$ cat config.mk
export PLATFORM = sky130hd
export DESIGN_NAME = systolic_feeder
export DESIGN_NICKNAME = d
export VERILOG_FILES = /design/src/rtl/systolic_feeder.sv
export SDC_FILE = /design/constraint.sdc
export NUM_CORES = 1
export LEC_CHECK = 0
export ABC_AREA = 1
export BUFFER_PORTS_ARGS = -buffer_cell sky130_fd_sc_hd__buf_2
export CORE_MARGIN = 2
export CORE_UTILIZATION = 59
export CTS_BUF_LIST = sky130_fd_sc_hd__clkbuf_8
export CTS_CLUSTER_DIAMETER = 30
export CTS_CLUSTER_SIZE = 20
export DETAILED_ROUTE_END_ITERATION = 8
export PLACE_DENSITY = 0.75
export SLEW_MARGIN = 30
export SYNTH_ARGS = -nofsm -noshare
export SYNTH_HDL_FRONTEND = slang
export SYNTH_SLANG_ARGS = --single-unit
$ cat constraint.sdc
create_clock -name clk -period 2.9 [get_ports clk]
set_input_delay 0.58 -clock clk [delete_from_list [all_inputs] [get_ports clk]]
set_output_delay 0.58 -clock clk [all_outputs]
set_load 0.01 [all_outputs]
$ cat src/rtl/systolic_feeder.sv
// Skewed edge-operand feeder for a 3x3 systolic MAC array (8-bit elements).
// Define SYSTOLIC_FEEDER_ACCUMULATE_EN to skip CLEAR and accumulate across runs.
//
// state | meaning
// IDLE  | waiting for start; operand writes accepted
// CLEAR | one cycle of mac_clr to the array
// FEED  | t=0..4, skewed A rows / B columns presented on the edges
// FLUSH | t=5..6, edges zero while the wavefront drains
// DONE  | one-cycle done pulse
module systolic_feeder (
    input  logic       clk,
    input  logic       reset,
    input  logic       wr_en,
    input  logic       wr_sel,
    input  logic [3:0] wr_addr,
    input  logic [7:0] wr_data,
    input  logic       start,
    output logic [7:0] a_row0,
    output logic [7:0] a_row1,
    output logic [7:0] a_row2,
    output logic [7:0] b_col0,
    output logic [7:0] b_col1,
    output logic [7:0] b_col2,
    output logic       mac_en,
    output logic       mac_clr,
    output logic       busy,
    output logic       done
);

    typedef enum logic [2:0] {IDLE, CLEAR, FEED, FLUSH, DONE} state_t;

    state_t     state, state_nxt;
    logic [2:0] t, t_nxt;
    logic [7:0] a_buf [9];
    logic [7:0] b_buf [9];
    logic [7:0] a_fwd [9];
    logic [7:0] b_fwd [9];
    logic [7:0] a_nxt [3];
    logic [7:0] b_nxt [3];
    logic       wr_ok;
    logic       en_nxt, clr_nxt, busy_nxt, done_nxt;

    assign wr_ok = wr_en && (state == IDLE) && (wr_addr <= 4'd8);

    // Buffer view including this cycle's write, so a same-cycle start sees it.
    always_comb begin
        for (int k = 0; k < 9; k++) begin
            a_fwd[k] = a_buf[k];
            b_fwd[k] = b_buf[k];
            if (wr_ok && wr_addr == 4'(k)) begin
                if (wr_sel) b_fwd[k] = wr_data;
                else        a_fwd[k] = wr_data;
            end
        end
    end

    always_comb begin
        state_nxt = state;
        t_nxt     = t;
        case (state)
            IDLE: begin
                if (start) begin
                    t_nxt = 3'd0;
`ifdef SYSTOLIC_FEEDER_ACCUMULATE_EN
                    state_nxt = FEED;
`else
                    state_nxt = CLEAR;
`endif
                end
            end
            CLEAR: begin
                state_nxt = FEED;
                t_nxt     = 3'd0;
            end
            FEED: begin
                t_nxt = t + 3'd1;
                if (t == 3'd4) state_nxt = FLUSH;
            end
            FLUSH: begin
                t_nxt = t + 3'd1;
                if (t == 3'd6) state_nxt = DONE;
            end
            DONE:    state_nxt = IDLE;
            default: state_nxt = IDLE;
        endcase
    end

    // Outputs are registered, so they are decoded from the next state.
    always_comb begin
        busy_nxt = (state_nxt != IDLE);
        en_nxt   = (state_nxt == FEED) || (state_nxt == FLUSH);
        clr_nxt  = (state_nxt == CLEAR);
        done_nxt = (state_nxt == DONE);
        for (int i = 0; i < 3; i++) begin
            a_nxt[i] = 8'd0;
            b_nxt[i] = 8'd0;
        end
        if (state_nxt == FEED) begin
            for (int i = 0; i < 3; i++) begin
                for (int k = 0; k < 3; k++) begin
                    if (t_nxt == 3'(i + k)) begin
                        a_nxt[i] = a_fwd[i*3 + k];
                        b_nxt[i] = b_fwd[k*3 + i];
                    end
                end
            end
        end
    end

    always_ff @(posedge clk) begin
        if (reset) begin
            state   <= IDLE;
            t       <= 3'd0;
            a_row0  <= 8'd0;
            a_row1  <= 8'd0;
            a_row2  <= 8'd0;
            b_col0  <= 8'd0;
            b_col1  <= 8'd0;
            b_col2  <= 8'd0;
            mac_en  <= 1'b0;
            mac_clr <= 1'b0;
            busy    <= 1'b0;
            done    <= 1'b0;
            for (int k = 0; k < 9; k++) begin
                a_buf[k] <= 8'd0;
                b_buf[k] <= 8'd0;
            end
        end else begin
            state   <= state_nxt;
            t       <= t_nxt;
            a_row0  <= a_nxt[0];
            a_row1  <= a_nxt[1];
            a_row2  <= a_nxt[2];
            b_col0  <= b_nxt[0];
            b_col1  <= b_nxt[1];
            b_col2  <= b_nxt[2];
            mac_en  <= en_nxt;
            mac_clr <= clr_nxt;
            busy    <= busy_nxt;
            done    <= done_nxt;
            for (int k = 0; k < 9; k++) begin
                a_buf[k] <= a_fwd[k];
                b_buf[k] <= b_fwd[k];
            end
        end
    end

endmodule

-- Word-level counts from Yosys, hierarchy flattened
Memory sizes are Yosys's and may differ from the RTL's.
Index checks and enable logic that the tools add are counted.
Widths: inputs -> output; s select.
- register bits after elaboration: 58
- memory bits (writable): 144
- input bits: 17
- word-level logic and storage cells: 155
- memories: 2
- add/subtract/negate cells: 1
- order comparisons: 1
- eq/ne operators: 21
- multiplexer cells: 81
- bitwise logic cells: 19
- reductions and logical operators: 18
- memory list (name ; depth ; bits a word ; read ports ; clocked after Yosys merged registers in ; wr ports ; RTL line ; RTL):
    a_buf ; 9 ; 8 ; 9 ; 0 ; 9 ; 34 ; logic [7:0] a_buf [9];
    b_buf ; 9 ; 8 ; 9 ; 0 ; 9 ; 35 ; logic [7:0] b_buf [9];
- operators with widths (operator ; number):
    $mux 8 ; 72
    $eq 3x2->1 const B ; 6
    $or 1x1->1 ; 18
    $eq 4x3->1 const B ; 4
    $eq 3x3->1 const B ; 4
    $mux 3 ; 4
    $pmux 3 s4 ; 1
    $logic_and 1x1->1 ; 11
    $eq 3x1->1 const B ; 3
    $pmux 3 s3 ; 1
    $eq 4x2->1 const B ; 2
    $logic_not 3->1 ; 2
    $eq 4x1->1 const B ; 1
    $eq 4x4->1 const B ; 1
    $le 4x4->1 const B ; 1
    $logic_not 4->1 ; 1
    $reduce_or 2->1 ; 2
    $add 3x1->3 const B ; 1
    $mux 1 ; 3
    $reduce_bool 3->1 ; 1
    $logic_or 1x1->1 ; 1
    $not 1->1 ; 1

-- Depth between registers and ports, before layout
- depth after elaboration: 8
- depth in mapped cells: 13
- depth with buffers taken out: 11

-- Least setup slack after synthesis
No wires, ideal clock.
- path type: input to register
- from: input wr_sel
- to: register b_col2[6]
- library setup time: 0.117 ns
- data arrival time: 1.764 ns
- setup slack: 1.019 ns
- cell stages on the path: 8
- cell sequence: buf_2 > buf_2 > buf_1 > nand2_1 > nand2_1 > o21ai_0 > o21ai_0 > nor2_1
- word-level cells in the longest chain between the ends: 5
- elaborated cells on any way between the ends: 9
- those cells by class: mux (9)
- ends and longest elaborated chain (what ; RTL line ; RTL):
    from (decl) ; 14 ; input logic wr_sel,
    $mux 8 ; 51 ; if (wr_sel) b_fwd[k] = wr_data;
    $mux 8 ; 50 ; if (wr_ok && wr_addr == 4'(k)) begin
    $mux 8 (2 in series) ; 101 ; if (t_nxt == 3'(i + k)) begin
    $mux 8 (*) ; 101 ;
    to (signal assigned) ; 136 ; b_col2 <= b_nxt[2];
    to (decl) ; 23 ; output logic [7:0] b_col2,
Mark *: on every way between the ends. The rest lies on a longest branch, timed or not.
A chain may end at the register's enable or synchronous reset.

-- Worst setup path after layout
- from: register t[0]
- to: register a_row2[2]
- word-level cells in the longest chain between the ends: 6
- elaborated cells on any way between the ends: 17
- those cells by class: add/sub (1); eq/ne (6); mux (8); bitwise (1); reduce/logical (1)
- ends and longest elaborated chain (what ; RTL line ; RTL):
    from (decl) ; 33 ; logic [2:0] t, t_nxt;
    from (signal assigned) ; 130 ; t <= t_nxt;
    $add 3x1->3 (tied with other cells) ; 76, 80 ;
    $pmux 3 s3 (tied with other cells) ; 60 ; case (state)
    $eq 3x2->1 or $pmux 3 s4 (tied branches) ; 101, 60 ;
    $mux 8 or $eq 3x2->1 (tied branches) ; 101, 98 ;
    $mux 8 or $not 1->1 (tied branches) ; -- ;
    $mux 8 or $reduce_or 2->1 (tied branches) ; -- ;
    to (signal assigned) ; 133 ; a_row2 <= a_nxt[2];
    to (decl) ; 20 ; output logic [7:0] a_row2,
Parallel ways exist; a longest one is shown, timed or not.

==> results.tsv <==
metric	value	unit
outcome	finished, final reports clean	
synth_cells	1425	
avgRoutedWirePerCell	15.4	um
post-route-period-util	86.9	%
grt_pass1_wl	42800	um
grt_util_all_layers	32.5	%
syn-num-nets	1445	
fin_crit	2520	ps
area_growth	16.0	%
cts_tree	done	
insertion_delay	540	ps
min_path_type	input port to flip-flop	
vias	9216	
die_area	16800	sq um
cts_hold_buffers	0	
htree_levels	2	
worstSetupEndpointType	flip-flop	
cp_cell_sequence	inv_1, ha_1, nand2_1, nor2_1, inv_1, nand3_1, nor2_2, inv_1, a21oi_1, nand2_1, inv_1	
detailed_place_hpwl	17700	um
setup_viol	0	
fillers	1339	
critPathLaunchType	flip-flop	
drive_above_1_share	13.3	%
avgSynthCellArea	6.54	sq um
hold_slack	346	ps
hold_violations	0	
n_antenna_cell	0	
rows	45	
via_per_inst	5.30	
fmax	0.397	GHz
io_buffers	68	
p_per_area	616	nW/um^2
cts_setup_buffers	0	
power.leakage	5.30	nW
place_congestion	0.907	
wirelength	26800	um
drv_cap	0	
rsz0062_at_grt	no	
tightest_slew	884	ps
cts-root-buf	clkbuf_8	
antenna_found_initial	0	
core_area	15300	sq um
slew_violations	0	
drc_errors	0	
crit_path_frequent_cell	inv_1	
globalRouteOverflowTotal	0	
required	3390	ps
setup_tns	0	ps
hold_depth	3	
drt_pre_antenna_iters	5	
worstPathArrival	3010	ps
pre_cts_slack	385	ps
synth_cell_types	32	
critPathMaxStageDelay	730	ps
setup_ws	379	ps
max-vdd-ir-drop	717	uV
fin_nets	1519	
numCtsBuffers	38	
die_w	130	um
r2r_cells	11	
synth-seq-cells	202	
ys_warn_count	0	
path_clk_slew	70	ps
slew_headroom	41.0	%
syn_area	9320	sq um
slowest_stage	nor2_2	
clock_sinks	202	
grt_pass1_vias	8287	
grt_start_max_net_pins	151	
yosysSeqAreaShare	43.4	%
ctsResizeCount	0	
dr.first_iter.drc_count	999	
fp.dieH	130	um
fin_skew	22.7	ps
ant_nets	0	
initial_core_util	60.8	%
io-pin-count	69	
path_class	flip-flop to flip-flop	
cts.path.max_buffers	3	
postLayoutCoreUtil	70.6	%
critPathMaxFanout	13	
==> layer usage <==
layer | vias to the layer above | track usage (%) | wire length [um]
li1 | 4603 | - | -
met1 | 4148 | 44.7 | 11700
met2 | 393 | 49.2 | 11700
met3 | 72 | 5.74 | 2130
met4 | 0 | 16.3 | 1140
met5 | - | 0 | 0
==> cells in the final DEF (no fill, tap or decap), types with 3 or more instances in the layout <==
cell type	instances
o21a_1	16
a21oi_1	106
o21ai_2	6
nor2_4	5
nand3_1	72
clkinv_2	7
o21ai_0	54
inv_1	138
buf_2	67
o21ai_1	19
buf_4	32
nand2_2	5
ha_1	3
a31oi_1	11
dfxtp_1	202
nor2_2	6
bufinv_16	8
inv_2	8
a22oi_1	8
nor2_1	172
nand3_2	4
nand2_1	518
clkinvlp_4	5
clkbuf_8	42
==> where the power goes <==
group          switching, mW  internal, mW
registers             0.0110          2.80
clock network           1.29          2.08
logic                  0.360         0.121
total                   1.66          5.00
==> worst paths after layout <==
path                                             start  slack [ps]                endpoint
worst max-delay path                   t[0]$_SDFF_PP0_         380    a_row2[2]$_SDFF_PP0_
worst min-delay path                             start         350      mac_clr$_SDFF_PP0_
worst max register to register         t[0]$_SDFF_PP0_         380    a_row2[2]$_SDFF_PP0_
worst min register to register  a_buf[0][6]$_SDFF_PP0_         470  a_buf[0][6]$_SDFF_PP0_
==> area by class of cell <==
class                           count  area (sq um)  share of cell area (%)
Multi-Input combinational cell   1014          4440                    41.0
Sequential cell                   202          4040                    37.4
Timing Repair Buffer              100           596                    5.51
Clock buffer                       42           578                    5.35
Inverter                          143           537                    4.96
Clock inverter                     28           358                    3.31
Tap cell                          211           264                    2.44
==> Yosys cell counts <==
cell type / number / area share (%)
nand2_1: 518 / 21
dfxtp_1: 202 / 43
nor2_1: 173 / 7.0
inv_1: 133 / 5.4
a21oi_1: 106 / 5.7
nand3_1: 72 / 3.9
o21ai_0: 54 / 2.9
clkbuf_1: 34 / 1.4
buf_2: 20 / 1.1
o21ai_1: 19 / 1.0
o21a_1: 16 / 1.3
a31oi_1: 11 / 0.74
a22oi_1: 8 / 0.64
inv_2: 8 / 0.32
buf_1: 6 / 0.24
o21ai_2: 6 / 0.56
nand2_2: 5 / 0.34
nor2_2: 5 / 0.34
nor2_4: 5 / 0.60
buf_4: 4 / 0.32
nand3_2: 4 / 0.43
ha_1: 3 / 0.40
buf_6: 2 / 0.24
clkinv_1: 2 / 0.081
nor3_1: 2 / 0.11
a21boi_1: 1 / 0.081
a21oi_2: 1 / 0.094
nand2_4: 1 / 0.12
nand3_4: 1 / 0.19
nand4_1: 1 / 0.067
nor3_2: 1 / 0.11
nor3_4: 1 / 0.17
==> cells by family (layout without fill, tap and decap cells) <==
kind of cell / after synthesis / count (layout) / share of synthesized area [%]
simple gates: 789 / 789 / 34.2
compound gates: 222 / 222 / 13.0
fa+ha+maj: 3 / 3 / 0.403
buf+inv: 209 / 313 / 9.01
flops: 202 / 202 / 43.4
==> metrics by stage <==
step	std cells	total power, mW	instance area (sq um)
2_1_floorplan	1425	3.17	9320
3_3_place_gp	1670	3.33	9880
3_5_place_dp	1670	3.33	9880
4_1_cts	1740	6.68	10800
5_1_grt	1740	6.86	10800
6_report	1740	6.66	10800
==> state kept, by name (all words and copies together) (netlist names) <==
signal	flops
busy	1
b_col0	8
a_buf	72
a_row0	8
t	3
a_row2	8
state	3
b_col1	8
b_col2	8
b_buf	72
done	1
mac_clr	1
mac_en	1
a_row1	8
==> critical path: cells and delay by family, from the launching register on <==
family          cells  cell delay (ps)
simple gates        5             1080
compound gates      1              300
fa+ha+maj           1              190
buf+inv             4              550
flops               1              360
(Power assumes the default switching activity.)
